===== config.mk =====
export PLATFORM = sky130hd
export DESIGN_NAME = inst_fetch_unit
export DESIGN_NICKNAME = d
export VERILOG_FILES = /design/src/rtl/inst_fetch_unit.sv
export SDC_FILE = /design/constraint.sdc
export NUM_CORES = 1
export LEC_CHECK = 0
export CAP_MARGIN = 40
export CORE_MARGIN = 1.5
export CORE_UTILIZATION = 31
export CTS_BUF_LIST = sky130_fd_sc_hd__clkbuf_4 sky130_fd_sc_hd__clkbuf_8
export DETAILED_ROUTE_END_ITERATION = 10
export PLACE_DENSITY_LB_ADDON = 0.12
export SYNTH_ARGS = -nofsm -noshare
export SYNTH_HDL_FRONTEND = slang
export SYNTH_SLANG_ARGS = --single-unit
export TNS_END_PERCENT = 20

===== constraint.sdc =====
create_clock -name clk -period 3.4 [get_ports clk]
set_input_delay 0.51 -clock clk [delete_from_list [all_inputs] [get_ports clk]]
set_output_delay 0.51 -clock clk [all_outputs]
set_load 0.005 [all_outputs]

===== src/rtl/inst_fetch_unit.sv =====
// Purpose    : sequential instruction prefetcher feeding the decoder; stops after a halt word.
// Latency    : first word valid 2 cycles after FETCH entry; then 1 word/cycle under inst_ready=1.
// Backpressure: holds head while inst_ready=0; stops issuing reads once FIFO+in-flight read fill it.
// Ports: clk/rst_n (async active-low); start/start_addr begin fetch from IDLE/HALTED;
//        imem_rd_en/imem_addr/imem_rd_data synchronous memory (1-cycle read);
//        inst_valid/inst_data/inst_pc/inst_ready decoder handshake;
//        redirect_valid/redirect_addr flush+restart; busy (FETCH/DRAIN); done (halt accepted).
module inst_fetch_unit #(
    parameter int         INST_WIDTH = 32,
    parameter int         ADDR_WIDTH = 8,
    parameter int         FIFO_DEPTH = 4,
    parameter logic [3:0] HALT_OP    = 4'hF
) (
    input  logic                  clk,
    input  logic                  rst_n,
    input  logic                  start,
    input  logic [ADDR_WIDTH-1:0] start_addr,
    output logic                  imem_rd_en,
    output logic [ADDR_WIDTH-1:0] imem_addr,
    input  logic [INST_WIDTH-1:0] imem_rd_data,
    output logic                  inst_valid,
    output logic [INST_WIDTH-1:0] inst_data,
    output logic [ADDR_WIDTH-1:0] inst_pc,
    input  logic                  inst_ready,
    input  logic                  redirect_valid,
    input  logic [ADDR_WIDTH-1:0] redirect_addr,
    output logic                  busy,
    output logic                  done
);
    localparam int PW = $clog2(FIFO_DEPTH);
    localparam int CW = PW + 1;

    typedef enum logic [1:0] {IDLE, FETCH, DRAIN, HALTED} state_t;

    state_t                state_q, state_d;
    logic [ADDR_WIDTH-1:0] pc_q, pc_d;
    logic                  pend_q, pend_d;
    logic [ADDR_WIDTH-1:0] pend_addr_q, pend_addr_d;
    logic [PW-1:0]         wr_ptr_q, wr_ptr_d, rd_ptr_q, rd_ptr_d;
    logic [CW-1:0]         count_q, count_d;
    logic [INST_WIDTH-1:0] dat_q [FIFO_DEPTH];
    logic [INST_WIDTH-1:0] dat_d [FIFO_DEPTH];
    logic [ADDR_WIDTH-1:0] pcs_q [FIFO_DEPTH];
    logic [ADDR_WIDTH-1:0] pcs_d [FIFO_DEPTH];

    logic active, redirect_eff, push, halt_push, pop, head_halt, halt_acc, room, rd_en;

    assign active       = (state_q == FETCH) || (state_q == DRAIN);
    assign redirect_eff = redirect_valid && active;
    // A response arriving in a redirect cycle belongs to the old stream.
    assign push         = pend_q && !redirect_eff;
    assign halt_push    = push && (imem_rd_data[INST_WIDTH-1:INST_WIDTH-4] == HALT_OP);
    assign inst_valid   = (count_q != '0);
    assign pop          = inst_valid && inst_ready;
    assign head_halt    = (dat_q[rd_ptr_q][INST_WIDTH-1:INST_WIDTH-4] == HALT_OP);
    assign halt_acc     = pop && head_halt && (state_q == DRAIN) && !redirect_eff;
    // The in-flight read already owns a slot, so count it against capacity.
    assign room         = (count_q + CW'(pend_q)) < CW'(FIFO_DEPTH);
    // Suppressing the read in the halt-push cycle leaves PC at halt address + 1.
    assign rd_en        = (state_q == FETCH) && !redirect_eff && !halt_push && room;

    assign imem_rd_en = rd_en;
    assign imem_addr  = rd_en ? pc_q : '0;
    assign inst_data  = inst_valid ? dat_q[rd_ptr_q] : '0;
    assign inst_pc    = inst_valid ? pcs_q[rd_ptr_q] : '0;
    assign busy       = active;
    assign done       = halt_acc;

    always_comb begin
        state_d     = state_q;
        pc_d        = pc_q;
        pend_d      = rd_en;
        pend_addr_d = pc_q;
        wr_ptr_d    = wr_ptr_q;
        rd_ptr_d    = rd_ptr_q;
        count_d     = count_q;
        dat_d       = dat_q;
        pcs_d       = pcs_q;

        if (push) begin
            dat_d[wr_ptr_q] = imem_rd_data;
            pcs_d[wr_ptr_q] = pend_addr_q;
            wr_ptr_d        = wr_ptr_q + PW'(1);
        end
        if (pop) begin
            rd_ptr_d = rd_ptr_q + PW'(1);
        end
        case ({push, pop})
            2'b10:   count_d = count_q + CW'(1);
            2'b01:   count_d = count_q - CW'(1);
            default: count_d = count_q;
        endcase

        case (state_q)
            IDLE, HALTED: begin
                if (start) begin
                    state_d  = FETCH;
                    pc_d     = start_addr;
                    wr_ptr_d = '0;
                    rd_ptr_d = '0;
                    count_d  = '0;
                end
            end
            FETCH, DRAIN: begin
                if (redirect_eff) begin
                    state_d  = FETCH;
                    pc_d     = redirect_addr;
                    wr_ptr_d = '0;
                    rd_ptr_d = '0;
                    count_d  = '0;
                end else if (state_q == FETCH) begin
                    if (halt_push) begin
                        state_d = DRAIN;
                        pc_d    = pend_addr_q + ADDR_WIDTH'(1);
                    end else if (rd_en) begin
                        pc_d = pc_q + ADDR_WIDTH'(1);
                    end
                end else if (halt_acc) begin
                    state_d = HALTED;
                end
            end
            default: state_d = IDLE;
        endcase
    end

    always_ff @(posedge clk or negedge rst_n) begin
        if (!rst_n) begin
            state_q     <= IDLE;
            pc_q        <= '0;
            pend_q      <= 1'b0;
            pend_addr_q <= '0;
            wr_ptr_q    <= '0;
            rd_ptr_q    <= '0;
            count_q     <= '0;
            for (int i = 0; i < FIFO_DEPTH; i++) begin
                dat_q[i] <= '0;
                pcs_q[i] <= '0;
            end
        end else begin
            state_q     <= state_d;
            pc_q        <= pc_d;
            pend_q      <= pend_d;
            pend_addr_q <= pend_addr_d;
            wr_ptr_q    <= wr_ptr_d;
            rd_ptr_q    <= rd_ptr_d;
            count_q     <= count_d;
            dat_q       <= dat_d;
            pcs_q       <= pcs_d;
        end
    end
endmodule


==> results by group, run 1 <==
Floorplan
  • Rows: 61
  • Core area: 28000 um2
  • Num ports: 105
  • DIE HEIGHT: 172 um
  • Die width: 172 um
  • Total die area: 29700 um2
  • Starting Density: 31.7%

Routing
  • Antenna-violating nets left: 0
  • WL/cell: 19.5 um
  • DR vias/cell: 5.01
  • Initial DRC Count: 247
  • Vias: 5664
  • DR DRC count: 0
  • DRT Pass-1 Iters: 4
  • Final WL: 22100 um

CTS
  • Max Root-Sink Buffers: 2
  • Num CTS Buffers: 17
  • Worst-path clk slew: 100 ps
  • H-tree Lvls: 4
  • Worst skew pair latency: 470 ps
  • CTS root buf: clkbuf_8
  • CTS tree: done
  • Clock Sinks: 186

Pwr
  • Leakage power: 0.00476 uW
  • IR drop worst, VDD: 380 uV
  • Power per cell area: 795 nW/um2

Layout
  • Final Core Density: 38.7%
  • P&R area growth vs syn: 21.9%
  • Design area: 10800 um2
  • Filler cells: 2690
  • Ant diodes: 0
  • Multi-input gate area: 4000 um2
  • Fin nets: 803
  • Register Area: 4660 um2
  • Layout cells sized above 1: 36.0%

Synth
  • Area share of fa/ha/maj cells after synthesis: 1.35%
  • Cell taking the most area after synthesis: dfrtp_1
  • Count leader, synth: dfrtp_1
  • Async set-reset flop share out of synthesis: 100%
  • Mux cell area share after synthesis: 31.0%
  • Post-synth top area share: 52.4%
  • Synth Area in XOR/XNOR: 1.48%
  • Synth Area in Compound Gates: 3.62%
  • Post-Syn Instances: 633
  • Post-synth top cells: 186 x dfrtp_1, 162 x mux2_2, 45 x and2_1
  • Post-synth EDFFs: 0
  • Syn Area/Cell: 14.0 um2
  • Synth Area in Simple Gates: 7.36%
  • Ys Warns: 0
  • Post-synthesis sequential area ratio: 52.4%
  • Distinct cells, synth: 41
  • #FFs+latches synth: 186
  • Ys flop type: dfrtp_1
  • Post-Syn Nets: 695
  • Largest family of logic cells by synthesized area: multiplexers
  • Synth top area cells: dfrtp_1 52%, mux2_2 21%, mux4_2 10%
  • Synthesized area: 8890 um2

STA
  • Worst clock skew: 19.3 ps
  • Final Hold Vio Count: 0
  • Max_slew headroom: 61.8%
  • Worst-Margin Slew: 573 ps
  • RSZ-0062 raised after global routing: false
  • Max Clk Rate: 313 MHz
  • Fin crit share: 93.9%
  • # setup viols final: 0
  • Final WS setup: 207 ps
  • Min Tclk post-route: 3190 ps
  • Setup TNS: 0 ps
  • Final Max Tran Viols: 0

Worst setup path
  • Slowest-stage cell, CP: dfrtp_4
  • CP endpoint kind: primary output
  • FF-to-FF path depth: 13
  • CP required: 2890 ps
  • Crit-path cells: buf_4, mux4_2, and2_1, clkdlybuf4s50_1
  • Crit Path Category: flip-flop to primary output
  • CP max FO: 15
  • Worst stage delay on the critical path: 620 ps
  • Crit path DAT: 2680 ps
  • Reg2reg setup slack: 840 ps
  • RR Startpoint: state_q[0]
  • Startpoint types: flip-flop
  • R2R Path End: pc_q[6]

Place
  • HPWL after DPL: 15000 um
  • Routability cong.: 0.858
  • Dpl ws: 210 ps
  • Placed inst area: 10500 um2
  • Port bufs: 104

Min path
  • Min-delay worst type: flip-flop to flip-flop
  • Hold Path Sink: pend_addr_q[7]
  • Hold path depth: 0
  • HP Start: pc_q[7]

Run status
  • Status: finished clean

Global route
  • Gr ovfl total: 0
  • Initial antenna violation count: 0
  • Vias in the first global route: 6227
  • Largest net degree at the start of global routing: 62
  • GRT Resource Usage Total: 15.8%
  • First-pass GRT wire length: 34900 um

Job
  • Max cap viols: 0
[layout by cell type (no fill, tap or decap), types with 5 or more instances in the layout]
master,netlist,routed
buf_4,0,24
inv_1,13,13
a21o_1,5,5
nand2b_1,6,6
nor2_1,10,10
nand2_1,19,15
nor4_1,6,6
a21oi_1,5,5
and3_1,6,6
o21ai_0,8,8
and2_1,45,45
nand3_1,18,18
clkdlybuf4s50_1,0,103
mux4_2,40,40
xnor2_1,12,12
dfrtp_1,186,184
clkbuf_8,0,17
ha_1,8,8
mux2_2,162,162
[metal layers]
| metal | part of all wire [%] | track usage [%] | wire (um) | vias to the layer above |
|---|---|---|---|---|
| met3 | 3.2 | 3.00 | 696 | 22 |
| met5 | 0 | 0 | 0 | - |
| li1 | - | - | - | 2513 |
| met2 | 52 | 27.9 | 11400 | 121 |
| met1 | 44 | 19.7 | 9670 | 3008 |
| met4 | 1.2 | 3.82 | 259 | 0 |
[cell type report]
cell class | count | area share (%)
flip-flops and latches | 186 | 43.0
multi-input cells | 391 | 36.9
repair buffers | 132 | 11.9
well taps | 378 | 4.36
clock buffers | 17 | 2.16
clock inverters | 14 | 1.20
inverters | 13 | 0.450
[timing repair]
item	CTS	global route
setup buffers	0	0
setup endpoints to repair	0	3
gates resized for setup	0	1
endpoints found under the hold margin	29	0
hold buffers	1	0
[critical path: cells and delay by family, from the launching register on]
family	cells	cell delay, ps
multiplexers	1	540
AND/OR/NAND/NOR	1	200
flip-flops	1	620
buffers and inverters	2	840
[through the flow]
| stage | cells | hold slack [ps] | total power (uW) |
|---|---|---|---|
| 6_report | 1131 | 389 | 8620 |
| 5_1_grt | 1131 | 406 | 9250 |
| 4_1_cts | 1131 | 387 | 8780 |
| 3_5_place_dp | 1099 | 364 | 7350 |
| 3_3_place_gp | 1099 | 366 | 7210 |
| 2_1_floorplan | 633 | 214 | 5720 |
[logic make-up (layout without fill, tap and decap cells)]
group	after synthesis	after routing
compound gates	43	43
flops	186	186
buf+inv	56	176
mux	205	205
simple gates	119	119
xor+xnor	15	15
fa+ha+maj	9	9
[how the worst max path moves through the flow]
stage / endpoint / from / cells after the start / slack (ps)
floorplan: pc_q[6] / state_q[0] / 16 / 570
global placement: imem_addr[4] / imem_rd_data[30] / 7 / 230
detailed placement: imem_addr[0] / imem_rd_data[31] / 7 / 210
CTS: imem_addr[0] / state_q[0] / 8 / 100
global route: imem_addr[6] / state_q[0] / 7 / 10
finish: inst_data[17] / rd_ptr_q[0] / 4 / 210
[where the power goes]
group          total [uW]  internal [uW]  switching, uW
Combinational        3750           2180           1560
Sequential           3480           2950            532
Clock                1390            534            856
Total                8620           5660           2950
[registers in the layout (all words and copies together) (netlist names)]
register     count
rd_ptr_q         2
count_q          3
pc_q             8
pend_addr_q      8
state_q          2
pend_q           1
wr_ptr_q         2
dat_q          128
pcs_q           32
Power figures use the tool's default switching activity.
==> run 2, diff against run 1 <==
Settings changed: SETUP_SLACK_MARGIN set to 0.05.
==> results of run 2 <==
The final DEF is identical to that of run 1. Status: finished clean.
==> run 3, diff against run 2 <==
--- a/config.mk
+++ b/config.mk
@@ -8,4 +8,4 @@
 export CAP_MARGIN = 40
-export CORE_MARGIN = 1.5
-export CORE_UTILIZATION = 31
+export CORE_MARGIN = 2
+export CORE_UTILIZATION = 45
 export CTS_BUF_LIST = sky130_fd_sc_hd__clkbuf_4 sky130_fd_sc_hd__clkbuf_8
--- a/constraint.sdc
+++ b/constraint.sdc
@@ -3,2 +3,2 @@
 set_output_delay 0.51 -clock clk [all_outputs]
-set_load 0.005 [all_outputs]
+set_load 0.05 [all_outputs]
==> run 3 against run 2 <==
Effect of this change:
- register-to-register slack got worse by 90 ps
- cell count decreased by 11%
- cell area decreased by 1.8%
- setup slack improved by 110 ps
- sequential share of layout area increased by 0.80 points
- largest power group unchanged
- maximum frequency increased by 3.5%
- power increased by 12%
- combinational power increased by 26%
- core utilization increased by 16 points
- global-route usage increased by 3.8 points
- critical path type unchanged
==> results by group, run 3 (same netlist as run 1, synthesis figures left out) <==
Worst setup path
  • Worst stage delay on the critical path: 880 ps (+260 ps)
  • Slowest-stage cell, CP: clkdlybuf4s50_1
  • Buffers plus inverters on the worst setup path: 4 (+2)
  • CP max FO: 16 (+1)
  • RR Startpoint: state_q[0]
  • CP required: 2890 ps (about the same)
  • Crit path DAT: 2580 ps (-100 ps)
  • Startpoint types: flip-flop
  • FF-to-FF path depth: 13 (unchanged)
  • Reg2reg setup slack: 750 ps (-90 ps)
  • CP top delay family: buffers and inverters
  • Crit Path Category: flip-flop to primary output
  • CP endpoint kind: primary output
  • Crit-path cells: inv_1, ha_1, buf_4, inv_1, clkdlybuf4s50_1
  • Most used cell, CP: inv_1
  • R2R Path End: pc_q[6]

STA
  • Max Clk Rate: 324 MHz (+3.5%)
  • Worst clock skew: 10.6 ps (-8.71 ps)
  • Worst-Margin Slew: 848 ps (+276 ps)
  • RSZ-0062 raised after global routing: false
  • Worst hold slack: 104 ps (-285 ps)
  • Setup TNS: 0 ps (unchanged)
  • Final Max Tran Viols: 0 (unchanged)
  • Min Tclk post-route: 3090 ps (-106 ps)
  • # setup viols final: 0 (unchanged)
  • Final Hold Vio Count: 0 (unchanged)
  • Max_slew headroom: 43.0% (-19 points)
  • Fin crit share: 90.8% (-3.1 points)

Routing
  • DRT Pass-1 Iters: 4 (unchanged)
  • Antenna-violating nets left: 0 (unchanged)
  • Final WL: 19300 um (-12%)
  • DR DRC count: 0 (unchanged)
  • Initial DRC Count: 200 (-19%)
  • WL/cell: 19.2 um (-1.5%)
  • DR vias/cell: 5.42 (+8.2%)
  • Vias: 5449 (-3.8%)

Global route
  • Vias in the first global route: 5921 (-4.9%)
  • Busiest layer in global routing: met2
  • GRT met2 Usage: 33.7% (+5.7 points)
  • M1 GR Usage: 24.7% (+5.0 points)
  • GRT Resource Usage Total: 19.5% (+3.8 points)
  • Gr ovfl total: 0 (unchanged)
  • First-pass GRT wire length: 30700 um (-12%)
  • Largest net degree at the start of global routing: 87 (+40%)
  • Grt met3 use: 4.57% (+1.6 points)
  • Initial antenna violation count: 0 (unchanged)

CTS
  • Max Root-Sink Buffers: 2 (unchanged)
  • Clock Sinks: 186 (unchanged)
  • Worst-path clk slew: 100 ps (about the same)
  • CTS root buf: clkbuf_8
  • Post_cts resized: 0 (unchanged)
  • Num CTS Buffers: 17 (unchanged)
  • Post CTS Setup Buffer Count: 0 (unchanged)
  • CTS tree: done
  • Worst skew pair latency: 450 ps (-20 ps)
  • H-tree Lvls: 4 (unchanged)
  • Cts hold-fix bufs: 0 (-1)

Floorplan
  • Starting Density: 45.8% (+14 points)
  • Num ports: 105 (unchanged)
  • Total die area: 20900 um2 (-30%)
  • Rows: 51 (-16%)
  • DIE HEIGHT: 145 um (-16%)
  • Die width: 145 um (-16%)
  • Core area: 19400 um2 (-31%)

Place
  • HPWL after DPL: 12700 um (-15%)
  • Port bufs: 104 (unchanged)
  • Routability cong.: 0.880 (+2.6%)
  • Placed inst area: 10300 um2 (-2.0%)
  • Placed cells: 974 (-11%)

Pwr
  • IR drop worst, VDD: 454 uV (+19%)
  • Leakage power: 0.00484 uW (+1.7%)
  • Power per cell area: 907 nW/um2 (+14%)
  • Overall Power: 9640 uW (+12%)

Layout
  • P&R area growth vs syn: 19.6%
  • Register Area: 4660 um2 (unchanged)
  • Fin cells: 1006 (-11%)
  • Most frequent cells in the layout: 184 x dfrtp_1, 162 x mux2_2, 52 x clkdlybuf4s50_1
  • Multi-input gate area: 4000 um2 (unchanged)
  • Most common cell after layout, fill and taps aside: dfrtp_1
  • Ant diodes: 0 (unchanged)
  • Top flop regs: dat_q (128), pcs_q (32)
  • Max FFs per register: 128 (unchanged)
  • Filler cells: 1680 (-38%)
  • Layout cells sized above 1: 42.0% (+6.0 points)
  • Fin nets: 790 (-1.6%)
  • Design area: 10600 um2 (-1.8%)
  • Most flops, register: dat_q

Run status
  • Status: finished clean

Min path
  • Min-delay worst type: primary input to async pin

Job
  • Max cap viols: 0 (unchanged)
## run 3: power breakdown
part           internal (uW)  switching [uW]
sequential              2950             551
combinational           2130            2580
clock                    635             791
## run 3: per-stage QoR
step                      utilization (%)  setup WS (ps)
after global placement               52.9            395
after global routing                 54.8            161
final                                54.8            314
after detailed placement             52.9            348
after floorplan                         -           -216
after CTS                            54.8            262
## run 3: worst register-to-register path: stages, from the launching register on
cell and delay [ps]:
dfrtp_1 390, inv_1 70, ha_1 300, nand2b_1 170
buf_4 160, nand3_2 160, nand2_1 70, nand2_1 80
ha_1 240, inv_1 90, or3_1 370, xnor2_1 130
a22oi_1 160, a32oi_1 120
## run 3: worst max path at each step
stage | cells after the start | endpoint | slack, ps | from
floorplan | 9 | imem_addr[2] | -220 | state_q[0]
global placement | 11 | pc_q[6] | 390 | imem_rd_data[30]
detailed placement | 11 | pc_q[6] | 350 | imem_rd_data[29]
CTS | 5 | busy | 260 | state_q[0]
global route | 5 | busy | 160 | state_q[0]
finish | 5 | busy | 310 | state_q[0]
## run 3: per-layer routing
layer	wire, um	up-vias
li1	-	2492
met1	8700	2831
met2	9820	106
met3	599	20
met4	227	0
met5	0	-
## run 3: cell type report
cell class,count,area share (%)
clock buffers,20,2.53
flip-flops and latches,186,43.8
repair buffers,119,11.4
clock inverters,12,1.08
multi-input cells,391,37.6
inverters,13,0.459
well taps,265,3.12
